--- config.mk ---
export PLATFORM = sky130hd
export DESIGN_NAME = mux4_rr_arbiter_flat
export DESIGN_NICKNAME = d
export VERILOG_FILES = /design/src/rtl/mux4_rr_arbiter_pkg.sv /design/src/rtl/mux4_rr_arbiter_if.sv /design/src/rtl/mux4_rr_arbiter_rr_pick4.sv /design/src/rtl/mux4_rr_arbiter.sv /design/src/flat_wrapper.sv
export SDC_FILE = /design/constraint.sdc
export NUM_CORES = 1
export LEC_CHECK = 0
export CAP_MARGIN = 15
export CORE_ASPECT_RATIO = 1.25
export CORE_MARGIN = 2
export CORE_UTILIZATION = 40
export DETAILED_ROUTE_END_ITERATION = 10
export PLACE_DENSITY = 0.63
export SYNTH_ARGS = -nofsm -noshare
export SYNTH_HDL_FRONTEND = slang
export SYNTH_SLANG_ARGS = --single-unit
export TNS_END_PERCENT = 5
--- constraint.sdc ---
create_clock -name clk -period 3 [get_ports clk]
set_clock_uncertainty 0.2 [all_clocks]
set_input_delay 0.6 -clock clk [delete_from_list [all_inputs] [get_ports clk]]
set_output_delay 0.6 -clock clk [all_outputs]
set_load 0.02 [all_outputs]
--- src/rtl/mux4_rr_arbiter_pkg.sv ---
// rtl/mux4_rr_arbiter_pkg.sv - shared types and helpers for the 4-way round-robin arbiter
package mux4_pkg;

   localparam int NUM_REQ = 4;

   typedef enum logic [0:0] {IDLE = 1'b0, GRANT = 1'b1} state_t;

   function automatic logic [3:0] onehot4(input logic [1:0] idx);
      return 4'b0001 << idx;
   endfunction

   // Returns {found, idx}; scans downward in distance so the nearest set bit from ptr wins.
   function automatic logic [2:0] rr_pick(input logic [3:0] req, input logic [1:0] ptr);
      logic [2:0] res;
      logic [1:0] j;
      res = '0;
      for (int k = NUM_REQ - 1; k >= 0; k--) begin
         j = ptr + 2'(k);
         if (req[j]) res = {1'b1, j};
      end
      return res;
   endfunction

endpackage

--- src/rtl/mux4_rr_arbiter_if.sv ---
// rtl/mux4_rr_arbiter_if.sv - requester/consumer bundle for the 4-way arbiter
interface mux4_rr_arbiter_if;
   logic [3:0] req;
   logic       a;
   logic       b;
   logic       c;
   logic       d;
   logic       out_ready;
   logic [3:0] select;
   logic       out;
   logic       out_valid;
   logic [1:0] grant_idx;

   modport master (
      output req, a, b, c, d, out_ready,
      input  select, out, out_valid, grant_idx
   );

   modport slave (
      input  req, a, b, c, d, out_ready,
      output select, out, out_valid, grant_idx
   );
endinterface

--- src/rtl/mux4_rr_arbiter_rr_pick4.sv ---
// rtl/mux4_rr_arbiter_rr_pick4.sv - combinational circular priority scan starting at ptr
module rr_pick4
   import mux4_pkg::*;
(
   input  logic [3:0] req_i,
   input  logic [1:0] ptr_i,
   output logic       found_o,
   output logic [1:0] idx_o
);

   assign {found_o, idx_o} = rr_pick(req_i, ptr_i);

endmodule

--- src/rtl/mux4_rr_arbiter.sv ---
// rtl/mux4_rr_arbiter.sv - round-robin arbiter driving a one-hot 4:1 bit mux with valid/ready output
module mux4_rr_arbiter
   import mux4_pkg::*;
#(
   parameter int MAX_HOLD = 4,
   parameter int CNT_W    = 4
) (
   input  logic                 clk,
   input  logic                 rst,
   mux4_rr_arbiter_if.slave     bus
);

   localparam logic [0:0] S_IDLE  = 1'(IDLE);
   localparam logic [0:0] S_GRANT = 1'(GRANT);

   logic [0:0]       state_q, state_d;
   logic [3:0]       sel_q, sel_d;
   logic [1:0]       idx_q, idx_d;
   logic [1:0]       ptr_q, ptr_d;
   logic [CNT_W-1:0] cnt_q, cnt_d;
   logic             valid_q, valid_d;

   logic       xfer;
   logic       at_limit;
   logic       others;
   logic       release_g;
   logic [3:0] pick_req;
   logic [1:0] pick_ptr;
   logic       pick_found;
   logic [1:0] pick_idx;

   assign xfer      = valid_q & bus.out_ready;
   assign at_limit  = (cnt_q == CNT_W'(MAX_HOLD - 1));
   assign others    = |(bus.req & ~onehot4(idx_q));
   assign release_g = (state_q == S_GRANT) &&
                      (!bus.req[idx_q] || (xfer && at_limit && others));

   // On release the current holder is masked and the scan starts just past it.
   assign pick_req = (state_q == S_GRANT) ? (bus.req & ~onehot4(idx_q)) : bus.req;
   assign pick_ptr = (state_q == S_GRANT) ? (idx_q + 2'd1) : ptr_q;

   rr_pick4 u_pick (
      .req_i   (pick_req),
      .ptr_i   (pick_ptr),
      .found_o (pick_found),
      .idx_o   (pick_idx)
   );

   always_comb begin
      state_d = state_q;
      sel_d   = sel_q;
      idx_d   = idx_q;
      ptr_d   = ptr_q;
      cnt_d   = cnt_q;
      valid_d = valid_q;
      if (state_q == S_IDLE || release_g) begin
         if (release_g) ptr_d = idx_q + 2'd1;
         cnt_d = '0;
         if (pick_found) begin
            state_d = S_GRANT;
            sel_d   = onehot4(pick_idx);
            idx_d   = pick_idx;
            valid_d = 1'b1;
         end else begin
            state_d = S_IDLE;
            sel_d   = 4'b0000;
            idx_d   = 2'd0;
            valid_d = 1'b0;
         end
      end else if (xfer) begin
         cnt_d = at_limit ? '0 : cnt_q + CNT_W'(1);
      end
   end

   always_ff @(posedge clk) begin
      if (rst) begin
         state_q <= S_IDLE;
         sel_q   <= 4'b0000;
         idx_q   <= 2'd0;
         ptr_q   <= 2'd0;
         cnt_q   <= '0;
         valid_q <= 1'b0;
      end else begin
         state_q <= state_d;
         sel_q   <= sel_d;
         idx_q   <= idx_d;
         ptr_q   <= ptr_d;
         cnt_q   <= cnt_d;
         valid_q <= valid_d;
      end
   end

   assign bus.select    = sel_q;
   assign bus.grant_idx = idx_q;
   assign bus.out_valid = valid_q;
   assign bus.out       = |(sel_q & {bus.d, bus.c, bus.b, bus.a});

endmodule

--- src/flat_wrapper.sv ---
// flat-port wrapper written by rule: the top's interface ports become plain ports
module mux4_rr_arbiter_flat import mux4_pkg::*;
#(
   parameter int MAX_HOLD = 4,
   parameter int CNT_W    = 4
)
  (clk, rst, bus_req, bus_a, bus_b, bus_c, bus_d, bus_out_ready, bus_select, bus_out, bus_out_valid, bus_grant_idx);
  mux4_rr_arbiter_if bus_i ();
  input  logic clk;
  input  logic rst;
  input wire logic [$bits(bus_i.req)-1:0] bus_req;
  input wire logic [$bits(bus_i.a)-1:0] bus_a;
  input wire logic [$bits(bus_i.b)-1:0] bus_b;
  input wire logic [$bits(bus_i.c)-1:0] bus_c;
  input wire logic [$bits(bus_i.d)-1:0] bus_d;
  input wire logic [$bits(bus_i.out_ready)-1:0] bus_out_ready;
  output wire logic [$bits(bus_i.select)-1:0] bus_select;
  output wire logic [$bits(bus_i.out)-1:0] bus_out;
  output wire logic [$bits(bus_i.out_valid)-1:0] bus_out_valid;
  output wire logic [$bits(bus_i.grant_idx)-1:0] bus_grant_idx;
  assign bus_i.req = bus_req;
  assign bus_i.a = bus_a;
  assign bus_i.b = bus_b;
  assign bus_i.c = bus_c;
  assign bus_i.d = bus_d;
  assign bus_i.out_ready = bus_out_ready;
  assign bus_select = bus_i.select;
  assign bus_out = bus_i.out;
  assign bus_out_valid = bus_i.out_valid;
  assign bus_grant_idx = bus_i.grant_idx;
  mux4_rr_arbiter #(.MAX_HOLD(MAX_HOLD), .CNT_W(CNT_W)) u_core (.clk(clk), .rst(rst), .bus(bus_i));
endmodule
==> impl_metrics.py, run 1 <==
metrics = {
    "pwr": {
        "clkPwrFrac_pct": 15.2,
        "ir_drop_uv": 360,
        "p_total_uw": 694,
        "leakagePower_nw": 0.407,
        "comb_power_share_pct": 49.6,
        "powerDensity_mw_per_mm2": 654,
        "swShare_pct": 38.7,
        "power.share.sequential_pct": 35.3,
        "p_sw_uw": 268,
        "p_int_uw": 426,
    },
    "synth": {
        "avgSynthCellArea_um2": 9.15,
        "synth-seq-area-share_pct": 30.9,
        "ys.flop_type": "dfxtp_1",
        "synth-warning-count": 0,
        "synth_cell_type_count": 38,
        "syn_inst": 92,
        "synth_edf_count": 0,
        "async_flop_share_pct": 0,
        "ys_ff_latch": 13,
        "syn_area_um2": 842,
        "synth_fp_nets": 108,
    },
    "sta": {
        "fin_crit_ps": 2590,
        "maxSlewHeadroom_pct": 66.5,
        "fin_setup_tns_ps": 0,
        "hold_viol_final": 0,
        "fmax_mhz": 386,
        "drv_slew": 0,
        "worstMarginPinSlew_ps": 501,
        "min_period_over_period_pct": 86.3,
        "rsz0062_at_grt": "false",
        "setup_viol": 0,
    },
    "setup_path": {
        "cp_max_fo": 1,
        "startpoint_type": "input pin",
        "cp-end-kind": "output pin",
        "crit_type": "in2out",
        "required_ps": 2200,
        "arrival_ps": 1790,
    },
    "clock_tree": {
        "post-cts-setup-buffers": 0,
        "path_clk_slew_ps": 70,
        "cts_buffer_depth": 2,
        "htree_levels": 1,
        "cts_resized": 0,
        "cts.sinks": 13,
        "clkLatencyLatePin_ps": 270,
        "cts_buffers": 3,
        "cts_tree": "yes",
        "cts_root_buf": "clkbuf_4",
        "cts.hold.buffers_added": 0,
    },
    "die": {
        "rows": 18,
        "boundaryPins": 19,
        "core-area_mm2": 0.00198,
        "chipWidth_um": 45.0,
        "die_y_um": 55.3,
        "initial_core_util_pct": 42.5,
        "fp.dieArea_mm2": 0.00249,
    },
    "placed_design": {
        "port_buffers": 18,
        "place_area_mm2": 0.00103,
        "globalplace.congestion": 0.765,
        "dpl.hpwl_mm": 1.36,
    },
    "outcome": {
        "outcome": "finished clean",
    },
    "cells_and_area": {
        "diodes": 0,
        "area_growth_pct": 26.0,
        "final_common_cell": "clkdlybuf4s50_1",
        "drive_gt1_share_pct": 9.82,
        "fin_area_mm2": 0.00106,
        "nets": 129,
        "final_cell_mix": "clkdlybuf4s50_1 (18), dfxtp_1 (13), inv_1 (8), o32ai_1 (8)",
    },
    "detailed_routing": {
        "drc": 0,
        "ant_nets": 0,
        "wl_per_cell_um": 13.4,
        "via_per_inst": 5.89,
        "vias": 778,
        "dr.pass1.iters": 4,
        "drt-initial-drc-count": 16,
        "wirelength_mm": 1.77,
    },
    "global_routing": {
        "antenna_found_initial": 0,
        "grt_pass1_vias": 755,
        "grt_pass1_wl_mm": 3.08,
        "gr-total-overflow": 0,
        "grt_usage_pct": 15.7,
        "grt_max_degree": 16,
    },
    "worst_hold_path": {
        "hold_class": "reg2reg",
    },
    "run": {
        "max_cap_violations": 0,
    },
}
registers in the layout, indices dropped and copies added (netlist names):
name	flops
u_core.state_q	1
u_core.ptr_q	2
u_core.bus.select	4
u_core.cnt_q	4
u_core.bus.grant_idx	2
power by group through the flow:
stage	clock network [mW]	logic (mW)	registers [mW]
3_3_place_gp	0	0.341	0.249
6_report	0.105	0.344	0.245
5_1_grt	0.117	0.379	0.254
3_5_place_dp	0	0.343	0.249
2_1_floorplan	0	0.209	0.266
4_1_cts	0.110	0.346	0.246
cells in the mapped netlist, types with 2 or more instances:
cell	count	area (um^2)
a211oi_1	2	15.0
a21bo_2	3	30.0
a21boi_1	2	15.0
a21oi_1	3	15.0
a22oi_1	2	15.0
dfxtp_1	13	260
ha_1	5	62.6
inv_1	8	30.0
mux2_2	2	22.5
mux2i_1	2	20.0
nand2_1	5	18.8
nand2b_1	5	31.3
nand3_1	2	10.0
nor2_1	2	7.51
nor3_1	3	15.0
nor4_1	2	12.5
o21ai_0	2	10.0
o32ai_1	8	70.1
or3_1	2	12.5
cells by family (layout without fill, tap and decap cells):
family,Yosys count,in the layout,synth area share [%]
adders and majority gates,5,5,7.43
AOI/OAI and AO/OA,30,30,28.4
muxes,4,4,5.05
DFF,13,13,30.9
buffers and inverters,11,31,5.94
and+or+nand+nor,27,27,20.2
xor gates and xnor gates,2,2,2.08
area by class of cell:
| cell class | instances | area, um^2 |
|---|---|---|
| well taps | 20 | 25.0 |
| inverters | 8 | 30.0 |
| clock buffers | 4 | 26.3 |
| multi-input cells | 68 | 532 |
| flip-flops and latches | 13 | 260 |
| fillers | 200 | 921 |
| repair buffers | 19 | 188 |
per-stage QoR:
step / worst slack [ps] / hold WS [ps] / util [%] / instances
floorplan: 727 / 250 / - / 92
global placement: 386 / 261 / 52.2 / 128
detailed placement: 392 / 265 / 52.2 / 128
CTS: 396 / 277 / 53.5 / 132
global route: 335 / 310 / 53.5 / 132
finish: 412 / 275 / 53.5 / 132
final timing paths:
| path | end | from | slack, ps | cells past startpoint |
|---|---|---|---|---|
| worst max-delay path | bus_out | bus_a | 410 | 4 |
| worst min-delay path | u_core.ptr_q[0] | u_core.ptr_q[0] | 280 | 2 |
| worst max register to register | u_core.bus.select[3] | u_core.bus.grant_idx[0] | 640 | 6 |
| worst min register to register | u_core.ptr_q[0] | u_core.ptr_q[0] | 280 | 2 |
layer usage:
layer	share of wire (%)	wire length, um	GRT usage, %	vias up
met5	0	0	0	-
met4	2.5	45	7.56	0
met3	4.4	78	1.63	6
met2	47	831	24.7	20
met1	46	811	20.6	362
li1	-	-	-	390
worst max-delay path, stage by stage:
cell	delay, ps
clkdlybuf4s50_1	450
a22oi_1	80
nand2_1	70
clkdlybuf4s50_1	590
Note: power is estimated with default switching activity, not from simulation.
==> inputs of run 2 (changes only) <==
Settings changed: CAP_MARGIN 15 to 20, CORE_UTILIZATION 40 to 35, MAX_ROUTING_LAYER set to met4, PLACE_DENSITY 0.63 to 0.56.
==> impl_metrics.py, run 2 (same netlist as run 1, synthesis figures left out) <==
metrics = {
    "clock_tree": {
        "htree_levels": 1,
        "cts.sinks": 13,
        "cts.hold.buffers_added": 0,
        "path_clk_slew_ps": 70,
        "cts_tree": "yes",
        "cts_buffer_depth": 2,
        "cts_resized": 0,
        "post-cts-setup-buffers": 0,
        "cts_root_buf": "clkbuf_4",
        "cts_buffers": 3,
        "clkLatencyLatePin_ps": 260,
    },
    "pwr": {
        "ir_drop_uv": 354,
        "swShare_pct": 38.6,
        "clkPwrFrac_pct": 14.8,
        "comb_power_share_pct": 49.5,
        "p_sw_uw": 268,
        "leakagePower_nw": 0.407,
        "power.share.sequential_pct": 35.7,
        "powerDensity_mw_per_mm2": 645,
        "p_int_uw": 426,
    },
    "global_routing": {
        "gr-total-overflow": 0,
        "grt_usage_pct": 15.1,
        "antenna_found_initial": 0,
        "grt_pass1_vias": 702,
        "grt_pass1_wl_mm": 3.02,
        "grt_max_degree": 16,
    },
    "sta": {
        "worstMarginPinSlew_ps": 492,
        "maxSlewHeadroom_pct": 67.1,
        "fin_crit_ps": 2590,
        "hold_viol_final": 0,
        "drv_slew": 0,
        "rsz0062_at_grt": "false",
        "fin_setup_tns_ps": 0,
        "fmax_mhz": 386,
        "worst_slack_ps": 412,
        "setup_viol": 0,
        "min_period_over_period_pct": 86.3,
    },
    "cells_and_area": {
        "final_cells": 143,
        "drive_gt1_share_pct": 9.82,
        "final_common_cell": "clkdlybuf4s50_1",
        "nets": 129,
        "diodes": 0,
        "area_growth_pct": 27.6,
        "final_cell_mix": "clkdlybuf4s50_1 (18), dfxtp_1 (13), inv_1 (8), o32ai_1 (8)",
    },
    "setup_path": {
        "crit_path_cell_trace": "clkdlybuf4s50_1 > a22oi_1 > nand2_1 > clkdlybuf4s50_1",
        "cp_slowest_stage_delay_ps": 590,
        "crit_top_cell": "clkdlybuf4s50_1",
        "critical-path-slowest-cell": "clkdlybuf4s50_1",
        "timing.rr.end": "u_core.bus.select[3]",
        "crit_type": "in2out",
        "cp-end-kind": "output pin",
        "required_ps": 2200,
        "rr_startpoint": "u_core.bus.grant_idx[0]",
        "startpoint_type": "input pin",
        "arrival_ps": 1790,
        "critPathTopFamily": "buffers and inverters",
        "crit_buf_inv": 2,
        "reg2reg_depth": 6,
        "cp_max_fo": 1,
        "r2r_slack_ps": 590,
    },
    "worst_hold_path": {
        "worstHoldStart": "u_core.ptr_q[1]",
        "holdPathEnd": "u_core.ptr_q[1]",
        "hold_class": "reg2reg",
        "worstHoldPathCells": 2,
    },
    "die": {
        "chipWidth_um": 47.9,
        "fp.dieArea_mm2": 0.00282,
        "core-area_mm2": 0.00223,
        "boundaryPins": 19,
        "die_y_um": 58.8,
        "initial_core_util_pct": 37.7,
        "rows": 19,
    },
    "outcome": {
        "outcome": "finished clean",
    },
    "detailed_routing": {
        "vias": 747,
        "wirelength_mm": 1.83,
        "drc": 0,
        "dr.pass1.iters": 4,
        "via_per_inst": 5.22,
        "drt-initial-drc-count": 5,
        "ant_nets": 0,
        "wl_per_cell_um": 12.8,
    },
    "placed_design": {
        "dp_slack_ps": 385,
        "dpl.hpwl_mm": 1.40,
        "globalplace.congestion": 0.768,
        "port_buffers": 18,
        "place_inst": 139,
    },
    "run": {
        "max_cap_violations": 0,
    },
}
## run 2: power groups by stage
stage	Clock, mW	Sequential (mW)	Combinational, mW
after global placement	0	0.251	0.343
after floorplan	0	0.266	0.209
after CTS	0.108	0.248	0.346
final	0.103	0.248	0.344
after detailed placement	0	0.252	0.343
after global routing	0.118	0.254	0.381
## run 2: worst max path at each step
stage | from | endpoint | slack (ps) | cells after the start
2_1_floorplan | u_core.bus.grant_idx[0] | u_core.bus.select[3] | 730 | 6
3_3_place_gp | bus_req[3] | u_core.bus.select[3] | 380 | 6
3_5_place_dp | bus_req[0] | u_core.cnt_q[3] | 380 | 6
4_1_cts | bus_b | bus_out | 390 | 4
5_1_grt | bus_b | bus_out | 330 | 4
6_report | bus_a | bus_out | 410 | 4
## run 2: area by class of cell
| type | count | area, um^2 |
|---|---|---|
| clock buffer | 4 | 26.3 |
| tap | 31 | 38.8 |
| sequential | 13 | 260 |
| fill | 238 | 1160 |
| multi-input combinational | 68 | 532 |
| inverter | 8 | 30.0 |
| timing repair buffer | 19 | 188 |
## run 2: metrics by stage
stage / hold WS, ps / util (%) / cell area, um^2 / power, mW
CTS: 293 / 48.1 / 1070 / 0.703
finish: 286 / 48.1 / 1070 / 0.694
global placement: 263 / 46.9 / 1050 / 0.594
floorplan: 250 / - / 842 / 0.475
detailed placement: 281 / 46.9 / 1050 / 0.594
global route: 320 / 48.1 / 1070 / 0.752
## run 2: worst min-delay path, delay by kind of cell (launching register included)
family         cells  cell delay (ps)
flip-flops         1              310
AO/OA/AOI/OAI      2              120
## run 2: layer usage
metal | up-vias | track usage (%) | share of wire (%)
li1 | 391 | - | -
met1 | 342 | 18.2 | 48
met2 | 12 | 24.4 | 46
met3 | 2 | 1.84 | 3.8
met4 | 0 | 6.95 | 1.3
met5 | - | - | 0
==> inputs of run 3 (changes only) <==
Settings changed: RECOVER_POWER set to 100, SLEW_MARGIN set to 20.
==> impl_metrics.py, run 3 (same netlist as run 1, synthesis figures left out) <==
metrics = {
    "outcome": {
        "outcome": "finished clean",
    },
    "clock_tree": {
        "cts_buffer_depth": 2,
        "htree_levels": 1,
        "cts_tree": "yes",
        "cts.hold.buffers_added": 0,
        "cts_root_buf": "clkbuf_4",
        "post-cts-setup-buffers": 0,
        "path_clk_slew_ps": 70,
        "cts_resized": 0,
        "cts_buffers": 3,
        "cts.sinks": 13,
        "clkLatencyLatePin_ps": 260,
    },
    "sta": {
        "rsz0062_at_grt": "false",
        "fin_crit_ps": 2690,
        "worstMarginPinSlew_ps": 714,
        "min_period_over_period_pct": 89.6,
        "drv_slew": 0,
        "fin_setup_tns_ps": 0,
        "whs_ps": 286,
        "maxSlewHeadroom_pct": 51.7,
        "hold_viol_final": 0,
        "setup_viol": 0,
        "fmax_mhz": 372,
    },
    "detailed_routing": {
        "wirelength_mm": 1.83,
        "dr.pass1.iters": 4,
        "vias": 746,
        "via_per_inst": 5.22,
        "drt-initial-drc-count": 6,
        "wl_per_cell_um": 12.8,
        "drc": 0,
        "ant_nets": 0,
    },
    "setup_path": {
        "critical-path-slowest-cell": "dlygate4sd3_1",
        "crit_type": "in2out",
        "crit_buf_inv": 2,
        "critPathTopFamily": "buffers and inverters",
        "rr_startpoint": "u_core.state_q",
        "cp_slowest_stage_delay_ps": 640,
        "cp_max_fo": 1,
        "crit_path_cell_trace": "clkdlybuf4s50_1 > a22oi_1 > nand2_1 > dlygate4sd3_1",
        "reg2reg_depth": 5,
        "r2r_slack_ps": 400,
        "startpoint_type": "input pin",
        "arrival_ps": 1890,
        "timing.rr.end": "u_core.cnt_q[3]",
        "required_ps": 2200,
        "cp-end-kind": "output pin",
    },
    "die": {
        "boundaryPins": 19,
        "initial_core_util_pct": 37.7,
        "fp.dieArea_mm2": 0.00282,
        "die_y_um": 58.8,
        "chipWidth_um": 47.9,
        "rows": 19,
        "core-area_mm2": 0.00223,
    },
    "pwr": {
        "clkPwrFrac_pct": 15.2,
        "swShare_pct": 39.2,
        "powerDensity_mw_per_mm2": 641,
        "leakagePower_nw": 0.423,
        "p_total_uw": 677,
        "ir_drop_uv": 345,
        "comb_power_share_pct": 48.4,
        "p_int_uw": 411,
        "power.share.sequential_pct": 36.4,
        "p_sw_uw": 265,
    },
    "cells_and_area": {
        "diodes": 0,
        "nets": 129,
        "final_common_cell": "dfxtp_1",
        "area_growth_pct": 25.4,
        "fill_cells": 242,
        "final_cell_mix": "dfxtp_1 (13), clkdlybuf4s50_1 (10), inv_1 (8), o32ai_1 (8), dlygate4sd3_1 (8)",
        "final_cells": 143,
        "drive_gt1_share_pct": 8.04,
    },
    "placed_design": {
        "globalplace.congestion": 0.768,
        "port_buffers": 18,
        "place_inst": 139,
        "dpl.hpwl_mm": 1.40,
    },
    "run": {
        "max_cap_violations": 0,
    },
    "global_routing": {
        "grt_max_degree": 16,
        "grt_pass1_vias": 702,
        "antenna_found_initial": 0,
        "grt_pass1_wl_mm": 3.02,
        "grt_usage_pct": 15.1,
        "gr-total-overflow": 0,
    },
    "worst_hold_path": {
        "worstHoldStart": "u_core.ptr_q[1]",
        "worstHoldPathCells": 2,
        "holdPathEnd": "u_core.ptr_q[1]",
        "hold_class": "reg2reg",
    },
}
## run 3: cell types whose count changed in the layout (fill, tap and decap cells not counted)
cell,change
clkbuf_1,+1
dlygate4sd3_1,+8
nor4b_4,-1
nor4b_1,+1
o21ai_1,-1
buf_4,-1
o21ai_0,+1
clkdlybuf4s50_1,-8
## run 3: how the worst max path moves through the flow
stage                            startpoint  cells after the start                   end  slack (ps)
finish                                bus_b                      4               bus_out         310
global placement                 bus_req[3]                      6  u_core.bus.select[3]         380
floorplan           u_core.bus.grant_idx[0]                      6  u_core.bus.select[3]         730
CTS                                   bus_b                      4               bus_out         390
detailed placement               bus_req[0]                      6       u_core.cnt_q[3]         380
global route                  bus_out_ready                      6       u_core.cnt_q[3]         180
## run 3: cell type report
type | count | area (um^2) | share of cell area, %
tap | 31 | 38.8 | 3.67
sequential | 13 | 260 | 24.6
clock buffer | 4 | 26.3 | 2.49
timing repair buffer | 19 | 184 | 17.4
inverter | 8 | 30.0 | 2.84
multi-input combinational | 68 | 517 | 48.9
## run 3: worst min-delay path, cell delays in order, from the launching register on
cell and delay, ps:
dfxtp_1 310, o21ai_0 60, a21oi_1 60
## run 3: metrics by stage
stage | util, % | instance area [um^2] | setup slack (ps)
2_1_floorplan | - | 842 | 727
3_3_place_gp | 46.9 | 1050 | 384
3_5_place_dp | 46.9 | 1050 | 385
4_1_cts | 48.1 | 1070 | 395
5_1_grt | 47.3 | 1060 | 180
6_report | 47.3 | 1060 | 312
## run 3: power groups by stage
stage | sequential, mW | clock (mW) | combinational (mW)
4_1_cts | 0.248 | 0.108 | 0.346
3_5_place_dp | 0.252 | 0 | 0.343
2_1_floorplan | 0.266 | 0 | 0.209
3_3_place_gp | 0.251 | 0 | 0.343
6_report | 0.247 | 0.103 | 0.327
5_1_grt | 0.253 | 0.118 | 0.364
## run 3: layer usage
| layer | vias up | share of wire (%) | global-route usage (%) | wire, um |
|---|---|---|---|---|
| met1 | 342 | 48 | 18.2 | 883 |
| met3 | 2 | 3.5 | 1.84 | 64 |
| met4 | 0 | 1.3 | 6.95 | 23 |
| li1 | 390 | - | - | - |
| met2 | 12 | 47 | 24.4 | 857 |
| met5 | - | 0 | - | 0 |
